--- src/rtl/tx_block_serializer.sv ---
// tx_block_serializer
//
// Splits a wide input block into a sequence of narrower output beats.
// There are two block stages. The active stage is a shift register that
// feeds out_data. The pending stage buffers one more block, so a new block
// can be accepted while the current one is still draining.
//
// Ports
//   clk        rising-edge clock for all state
//   n_rst      asynchronous active-low reset
//   in_data    block to serialise (8*NUM_BYTES_IN bits)
//   in_valid   in_data is valid
//   in_ready   the block stage can take a block (combinational)
//   out_data   current beat (8*NUM_BYTES_OUT bits)
//   out_valid  out_data is valid
//   out_ready  consumer can take the beat
//   out_last   current beat is the final beat of its block
//   flush      synchronous abort of all held blocks
//   busy       a block is held (active or pending)
//
// Handshake: a transfer happens on a rising clk edge where valid and ready
// are both high. A producer holding valid does not need to see ready first.
// in_ready is derived from the pending flag and flush only, not from in_valid.
// While out_valid is high and out_ready is low, out_data and out_last hold.

module tx_block_serializer #(
    parameter int NUM_BYTES_IN  = 16,
    parameter int NUM_BYTES_OUT = 8,
    parameter int MSB_FIRST     = 1
) (
    input  logic                       clk,
    input  logic                       n_rst,
    input  logic [8*NUM_BYTES_IN-1:0]  in_data,
    input  logic                       in_valid,
    output logic                       in_ready,
    output logic [8*NUM_BYTES_OUT-1:0] out_data,
    output logic                       out_valid,
    input  logic                       out_ready,
    output logic                       out_last,
    input  logic                       flush,
    output logic                       busy
);

    localparam int IW    = 8 * NUM_BYTES_IN;
    localparam int OW    = 8 * NUM_BYTES_OUT;
    localparam int BEATS = NUM_BYTES_IN / NUM_BYTES_OUT;
    localparam int CW    = (BEATS > 1) ? $clog2(BEATS) : 1;
    localparam logic [CW-1:0] LAST_CNT = CW'(BEATS - 1);

    generate
        if ((NUM_BYTES_OUT < 1) || (NUM_BYTES_IN < NUM_BYTES_OUT) ||
            ((NUM_BYTES_IN % NUM_BYTES_OUT) != 0)) begin : g_bad_params
            $error("tx_block_serializer: NUM_BYTES_IN must be a multiple of NUM_BYTES_OUT");
        end
    endgenerate

    logic [IW-1:0] active_reg;
    logic [IW-1:0] pending_reg;
    logic          active_valid;
    logic          pending_valid;
    logic [CW-1:0] count;
    logic [IW-1:0] active_shifted;

    logic accept;
    logic beat_xfer;
    logic last_beat;

    assign in_ready  = !pending_valid && !flush;
    assign accept    = in_valid && in_ready;
    assign beat_xfer = active_valid && out_ready;
    assign last_beat = (count == LAST_CNT);

    assign out_valid = active_valid;
    assign out_last  = active_valid && last_beat;
    assign busy      = active_valid || pending_valid;

    // The beat on out_data always sits at the output end of the active
    // register; each transfer shifts the next beat into that position.
    generate
        if (BEATS == 1) begin : g_single
            assign active_shifted = '0;
        end else if (MSB_FIRST != 0) begin : g_shift_msb
            assign active_shifted = {active_reg[IW-OW-1:0], {OW{1'b0}}};
        end else begin : g_shift_lsb
            assign active_shifted = {{OW{1'b0}}, active_reg[IW-1:OW]};
        end

        if (MSB_FIRST != 0) begin : g_out_msb
            assign out_data = active_reg[IW-1 -: OW];
        end else begin : g_out_lsb
            assign out_data = active_reg[OW-1:0];
        end
    endgenerate

    always_ff @(posedge clk or negedge n_rst) begin
        if (!n_rst) begin
            active_reg    <= '0;
            pending_reg   <= '0;
            active_valid  <= 1'b0;
            pending_valid <= 1'b0;
            count         <= '0;
        end else if (flush) begin
            // Only the flags and counter are cleared; data is left stale.
            active_valid  <= 1'b0;
            pending_valid <= 1'b0;
            count         <= '0;
        end else if (beat_xfer && last_beat) begin
            // Block finishes: refill the active stage from pending, or
            // straight from the input when nothing is pending.
            if (pending_valid) begin
                active_reg    <= pending_reg;
                pending_valid <= 1'b0;
            end else if (accept) begin
                active_reg <= in_data;
            end else begin
                active_valid <= 1'b0;
            end
            count <= '0;
        end else begin
            if (beat_xfer) begin
                active_reg <= active_shifted;
                count      <= count + CW'(1);
            end
            if (accept) begin
                // A transfer here implies active is occupied, so the
                // block can only go direct to active when active is idle.
                if (!active_valid) begin
                    active_reg   <= in_data;
                    active_valid <= 1'b1;
                    count        <= '0;
                end else begin
                    pending_reg   <= in_data;
                    pending_valid <= 1'b1;
                end
            end
        end
    end

endmodule

--- config.mk ---
export PLATFORM = sky130hd
export DESIGN_NAME = tx_block_serializer
export DESIGN_NICKNAME = d
export VERILOG_FILES = /design/src/rtl/tx_block_serializer.sv
export SDC_FILE = /design/constraint.sdc
export NUM_CORES = 1
export LEC_CHECK = 0
export BUFFER_PORTS_ARGS = -buffer_cell sky130_fd_sc_hd__buf_2
export CAP_MARGIN = 20
export CORE_MARGIN = 5
export CORE_UTILIZATION = 29
export DETAILED_ROUTE_END_ITERATION = 10
export PLACE_DENSITY = 0.44
export RECOVER_POWER = 50
export SYNTH_ARGS = -nofsm -noshare
export SYNTH_HDL_FRONTEND = slang
export SYNTH_SLANG_ARGS = --single-unit
export TNS_END_PERCENT = 5
--- constraint.sdc ---
create_clock -name clk -period 3 [get_ports clk]
set_input_delay 0.45 -clock clk [delete_from_list [all_inputs] [get_ports clk]]
set_output_delay 0.45 -clock clk [all_outputs]
set_load 0.02 [all_outputs]
==> results.sh, run 1 <==
export IMPL_setup_viol=0
export IMPL_final_nets=1576
export IMPL_portBuffers=200
export IMPL_cp_slowest_cell="nand3_4"
export IMPL_ant_nets=0
export IMPL_cts_buffers=34
export IMPL_ys_seq_area_share_pct=47.73
export IMPL_place_ws_ns=0.4179
export IMPL_dp_hpwl_um=28390
export IMPL_min_period_ns=2.416
export IMPL_ys_top_cells_by_count="dfrtp_1, nand2_1, mux2_2"
export IMPL_multi_input_area_um2=5976
export IMPL_yosysTopAreaCell="dfrtp_1"
export IMPL_power_density_nw_per_um2=719.3
export IMPL_dieArea_um2=51250
export IMPL_fin_util_pct=34.27
export IMPL_grt_pass1_wl_um=71500
export IMPL_avgViaCountPerCell=5.463
export IMPL_cp_buffers_inverters=2
export IMPL_cp_end_kind="register"
export IMPL_worstPathArrival_ns=2.83
export IMPL_insertion_delay_ns=0.54
export IMPL_cts_root_buf="clkbuf_16"
export IMPL_slew_violations=54
export IMPL_synth_most_common_cell="dfrtp_1"
export IMPL_gp_congestion=0.7313
export IMPL_placement_rows=79
export IMPL_drt_iter0_markers=685
export IMPL_synth_edf_count=0
export IMPL_hold_viol_final=0
export IMPL_chipHeight_um=226.4
export IMPL_yosys_top_cells_area="dfrtp_1, mux2_2, o32a_1"
export IMPL_synth_fp_nets=1491
export IMPL_netlist_area_leader_share_pct=47.73
export IMPL_critPathRequiredTime_ns=3.41
export IMPL_grt_usage_pct=17.88
export IMPL_failed_checks="capacitance limit, slew limit"
export IMPL_finClkSkew_ns=0.01848
export IMPL_drive_gt1_share_pct=27.43
export IMPL_initial_core_util_pct=29.23
export IMPL_placed_cell_area_um2=14920
export IMPL_worstSetupPathType="register to register"
export IMPL_final_area_um2=15920
export IMPL_critPathLaunchType="register"
export IMPL_tightest_slew_ns=1.684
export IMPL_slew_headroom_pct=-12.28
export IMPL_outcome="finished, violations left"
export IMPL_rsz0062_at_grt="false"
export IMPL_cap_viol_max_count=1
export IMPL_antenna_found_initial=10
export IMPL_num_vias=11310
export IMPL_fillers=4780
export IMPL_worstHoldPathType="input port to register"
export IMPL_power_leakage_uw=0.006686
export IMPL_grt_pass1_vias=11620
export IMPL_grt_max_degree=66
export IMPL_wire_per_inst_um=22.45
export IMPL_postCtsSetupBuffers=0
export IMPL_max_stage_delay_ns=0.52
export IMPL_tritoncts="yes"
export IMPL_cp_max_fo=27
export IMPL_syn_area_um2=13580
export IMPL_grt_remaining_overflow=0
export IMPL_fmax_ghz=0.4140
export IMPL_post_route_period_util_pct=80.52
export IMPL_synthArstFlopShare_pct=100.0
export IMPL_peakVddDrop_mv=0.3180
export IMPL_yosysUniqueCellTypes=33
export IMPL_drc=0
export IMPL_syn_inst=1357
export IMPL_ys_flop_type="dfrtp_1"
export IMPL_path_cells="nand2_4 > clkinv_2 > ha_1 > nor2_1 > nand3_4 > buf_12 > mux2_2"
export IMPL_syn2layout_area_growth_pct=17.25
export IMPL_clkSinkCount=259
export IMPL_ios=201
export IMPL_ys_ff_latch=259
export IMPL_ff_latch_area_um2=6482
export IMPL_clk_pin_slew_ns=0.06
export IMPL_yosys_warnings=0
export IMPL_crit_family="simple AND/OR/NAND/NOR gates"
export IMPL_clk_path_buf_depth=3
export IMPL_finalSetupTns_ns=0
export IMPL_dr_pass1_iters=6
export IMPL_die_x_um=226.4
export IMPL_htree_levels=2
export IMPL_syn_area_per_cell_um2=10.01
export IMPL_routed_wl_um=46500
export IMPL_coreArea_um2=46460
export IMPL_worst_slack_ns=0.5843
==> per-stage QoR <==
step                      instances  power [µW]  hold slack (ns)
after global routing           2066       12120           0.1458
after detailed placement       2012        7648           0.4465
after floorplan                1357        6916           0.1544
after global placement         2012        7563           0.4481
after CTS                      2065       11650           0.1378
final                          2071       11450           0.1723
==> what timing repair did <==
item	in CTS	in global routing
hold buffers	1	0
setup endpoints to repair	0	0
endpoints found under the hold margin	51	0
resized for setup	0	0
==> area by class of cell <==
class,count,share of cell area [%]
Timing Repair Buffer,245,9.344
Inverter,43,1.053
Clock buffer,48,6.185
Multi-Input combinational cell,859,37.53
Sequential cell,259,40.72
Antenna cell,6,0.09430
Clock inverter,4,0.3065
Tap cell,607,4.770
==> cell families (layout without fill, tap and decap cells) <==
| logic type | count (synthesis) | count (layout) | share of synthesized area, % |
|---|---|---|---|
| other | 0 | 6 | 0 |
| AND/OR/NAND/NOR | 239 | 239 | 6.837 |
| AO/OA/AOI/OAI | 471 | 471 | 24.51 |
| multiplexers | 148 | 148 | 12.09 |
| adder cells (fa/ha/maj) | 1 | 1 | 0.09213 |
| buffers and inverters | 239 | 340 | 8.744 |
| flip-flops | 259 | 259 | 47.73 |
==> final timing paths <==
check	from	slack (ns)	endpoint	cells after the start
hold reg to reg	active_reg[56]$_DFFE_PN0P_	0.49	active_reg[56]$_DFFE_PN0P_	1
max in group asynchronous	n_rst	0.78	pending_valid$_DFFE_PN0P_	3
min in group asynchronous	n_rst	0.92	pending_reg[6]$_DFFE_PN0P_	2
hold / removal	in_data[126]	0.17	pending_reg[126]$_DFFE_PN0P_	2
setup / recovery	out_valid$_DFFE_PN0P_	0.58	pending_reg[89]$_DFFE_PN0P_	7
setup reg to reg	out_valid$_DFFE_PN0P_	0.58	pending_reg[89]$_DFFE_PN0P_	7
==> layout by cell type (no fill, tap or decap), drive strengths merged, types with 3 or more instances in the layout <==
| master | synthesis | routed |
|---|---|---|
| dfrtp | 259 | 259 |
| buf | 90 | 209 |
| nand2 | 139 | 139 |
| mux2 | 128 | 128 |
| o21ai | 111 | 111 |
| nor2 | 89 | 89 |
| clkbuf | 106 | 83 |
| o22ai | 65 | 65 |
| a31oi | 64 | 64 |
| o32a | 64 | 64 |
| inv | 43 | 43 |
| a21o | 40 | 40 |
| o221ai | 39 | 39 |
| a32oi | 39 | 39 |
| a21oi | 23 | 23 |
| mux2i | 20 | 20 |
| o2bb2ai | 20 | 20 |
| diode | 0 | 6 |
| a22o | 5 | 5 |
| clkinv | 0 | 3 |
| nand2b | 3 | 3 |
==> routing by layer <==
metal / up-vias / share of wire, % / track usage, %
li1: 5161 / - / -
met1: 5807 / 44 / 23.82
met2: 259 / 48 / 29.61
met3: 72 / 5.5 / 4.234
met4: 14 / 1.7 / 4.269
met5: - / 0.19 / 0
==> report_power, final <==
| part | internal, µW | switching (µW) | total (µW) |
|---|---|---|---|
| clock network | 2350 | 1570 | 3920 |
| logic | 1180 | 1370 | 2550 |
| registers | 4430 | 557 | 4990 |
(Power assumes the default switching activity.)
==> inputs of run 2 (changes only) <==
Settings changed: ABC_AREA from default to 1, PLACE_DENSITY 0.44 to 0.45.
Clock period 3 ns to 2.09 ns, I/O delays scaled along.
==> results.sh, run 2 <==
export IMPL_outcome="finished clean"
export IMPL_post_route_period_util_pct=96.08
export IMPL_power_density_nw_per_um2=929.2
export IMPL_syn_area_um2=15400
export IMPL_worstPathArrival_ns=1.69
export IMPL_grt_pass1_vias=14430
export IMPL_finalPower_uw=16560
export IMPL_ys_flop_type="dfrtp_1"
export IMPL_final_area_um2=17830
export IMPL_routed_wl_um=55270
export IMPL_cp_buffers_inverters=2
export IMPL_tightest_slew_ns=1.049
export IMPL_clk_pin_slew_ns=0.06
export IMPL_final_common_cell="nand2_1"
export IMPL_synth_top_family_by_area="simple AND/OR/NAND/NOR gates"
export IMPL_fmax_ghz=0.4980
export IMPL_path_cells="buf_6 > buf_2"
export IMPL_grt_max_degree=131
export IMPL_die_x_um=240.5
export IMPL_final_nets=2498
export IMPL_drt_iter0_markers=1134
export IMPL_synthArstFlopShare_pct=100.0
export IMPL_yosysTopAreaCell="dfrtp_1"
export IMPL_synth_edf_count=0
export IMPL_chipHeight_um=240.5
export IMPL_synth_fp_nets=2442
export IMPL_final_cells=3074
export IMPL_rsz0062_at_grt="true"
export IMPL_ys_top_cells_by_count="nand2_1, nor2_1, o21ai_0"
export IMPL_dp_hpwl_um=32570
export IMPL_netlist_area_leader_share_pct=42.08
export IMPL_hold_viol_final=0
export IMPL_ant_nets=0
export IMPL_drive_gt1_share_pct=11.79
export IMPL_cts_buffers=34
export IMPL_antenna_found_initial=3
export IMPL_syn2layout_area_growth_pct=15.73
export IMPL_syn_inst=2308
export IMPL_wire_per_inst_um=17.98
export IMPL_ys_ff_latch=259
export IMPL_min_path_cells=3
export IMPL_slew_headroom_pct=30.05
export IMPL_synth_compound_area_share_pct=14.52
export IMPL_cp_max_fo=41
export IMPL_initial_core_util_pct=29.31
export IMPL_p_int_uw=10970
export IMPL_yosys_top_cells_area="dfrtp_1, nand2_1, nor2_1"
export IMPL_min_period_ns=2.008
export IMPL_yosysUniqueCellTypes=23
export IMPL_crit_family="buffers and inverters"
export IMPL_synthSimpleGateAreaFrac_pct=31.21
export IMPL_critPathLaunchType="register"
export IMPL_synth_xor_area_share_pct=0
export IMPL_setup_viol=0
export IMPL_num_vias=14900
export IMPL_max_stage_delay_ns=0.47
export IMPL_seq_power_share_pct=42.3
export IMPL_portBuffers=200
export IMPL_clkSinkCount=259
export IMPL_post_place_cells=3011
export IMPL_clock_power_share_pct=34.0
export IMPL_tritoncts="yes"
export IMPL_yosys_warnings=0
export IMPL_cp_end_kind="output pin"
export IMPL_worstSetupPathType="register to output pin"
export IMPL_coreArea_um2=52550
export IMPL_ys_seq_area_share_pct=42.08
export IMPL_drc=0
export IMPL_clk_path_buf_depth=3
export IMPL_final_cell_mix="nand2_1, nor2_1, o21ai_0"
export IMPL_synth_most_common_cell="nand2_1"
export IMPL_placed_cell_area_um2=16770
export IMPL_p_sw_share_pct=33.77
export IMPL_gp_congestion=0.7850
export IMPL_grt_remaining_overflow=0
export IMPL_power_frac_comb_pct=23.8
export IMPL_placement_rows=84
export IMPL_syn_area_per_cell_um2=6.674
export IMPL_dr_pass1_iters=5
export IMPL_cts_root_buf="clkbuf_16"
export IMPL_htree_levels=2
export IMPL_crit_cells=2
export IMPL_power_leakage_uw=0.009094
export IMPL_muxShareOfSynthArea_pct=0
export IMPL_synth_fa_ha_area_share_pct=0.08123
export IMPL_critPathRequiredTime_ns=1.78
export IMPL_dieArea_um2=57830
export IMPL_worstHoldPathType="input port to register"
export IMPL_cp_slowest_cell="dfrtp_4"
export IMPL_finClkSkew_ns=0.02161
export IMPL_slew_violations=0
export IMPL_ios=201
export IMPL_peakVddDrop_mv=0.4786
export IMPL_grt_pass1_wl_um=85810
export IMPL_grt_usage_pct=18.79
export IMPL_cap_viol_max_count=0
export IMPL_ff2ff_path_depth=7
export IMPL_avgViaCountPerCell=4.846
export IMPL_switchingPower_uw=5593
export IMPL_insertion_delay_ns=0.54
## run 2: cell types whose count changed after synthesis, sizes merged, moves of 86 or more
cell   previous run  this run
nand2           139       556
nor2             89       460
o21ai           111       321
nand3             1       195
mux2            128         0
inv              43       156
a21oi            23       123
buf              90       176
## run 2: final timing paths
path	start	end	slack, ns
max in group asynchronous	n_rst	pending_reg[65]$_DFFE_PN0P_	0.32
min reg2reg	pending_reg[90]$_DFFE_PN0P_	pending_reg[90]$_DFFE_PN0P_	0.48
max	out_valid$_DFFE_PN0P_	out_valid	0.08
max reg2reg	out_valid$_DFFE_PN0P_	pending_reg[44]$_DFFE_PN0P_	0.10
min in group asynchronous	n_rst	pending_reg[11]$_DFFE_PN0P_	0.49
min	in_data[80]	pending_reg[80]$_DFFE_PN0P_	0.07
## run 2: logic make-up (layout without fill, tap and decap cells)
family,count (synthesis),after routing
DFF,259,259
and+or+nand+nor,1212,1212
other,0,2
buffers and inverters,390,466
adders and majority gates,1,1
AOI/OAI and AO/OA,446,446
## run 2: metal layers
layer	share of wire (%)	wire length (µm)	vias up	track usage, %
li1	-	-	7361	-
met5	0.024	13	-	0
met3	4.5	2496	65	2.661
met1	48	26570	7104	26.89
met4	2.0	1116	2	5.296
met2	45	25080	364	29.78
## run 2: metrics by stage
step / setup slack (ns) / TNS (ns) / util, % / hold slack, ns
2_1_floorplan: 0.1979 / 0 / - / 0.01791
3_3_place_gp: 0.1323 / 0 / 31.91 / 0.2195
3_5_place_dp: 0.1096 / 0 / 31.91 / 0.2180
4_1_cts: -0.07701 / -0.07701 / 34.00 / 0.02865
5_1_grt: -0.02162 / -0.04581 / 33.92 / 0.06599
6_report: 0.08189 / 0 / 33.92 / 0.06563
## run 2: worst min-delay path, stage by stage
cell	delay [ns]
buf_2	0.11
inv_1	0.06
o21ai_0	0.08
## run 2: repair_timing
item,in CTS,in global routing
setup endpoints to repair,3,14
hold buffers,2,0
pin swaps,0,1
setup buffers,0,2
gates cloned,1,0
gates resized for setup,4,2
endpoints found under the hold margin,32,0
## run 2: area by class of cell
cell class / instances / area [µm²]
fillers: 5736 / 34720
multi-input cells: 1659 / 7127
flip-flops and latches: 259 / 6489
repair buffers: 254 / 1719
clock buffers: 52 / 979.7
well taps: 688 / 860.8
inverters: 156 / 598.1
clock inverters: 4 / 48.80
diodes: 2 / 5.005
## run 2: power groups by stage
stage	logic (µW)	clock network [µW]	registers, µW
final	3940	5630	7000
after global routing	4530	6020	7140
after CTS	4030	5820	7000
after detailed placement	3990	0	7080
after global placement	3930	0	7040
after floorplan	3120	0	6830
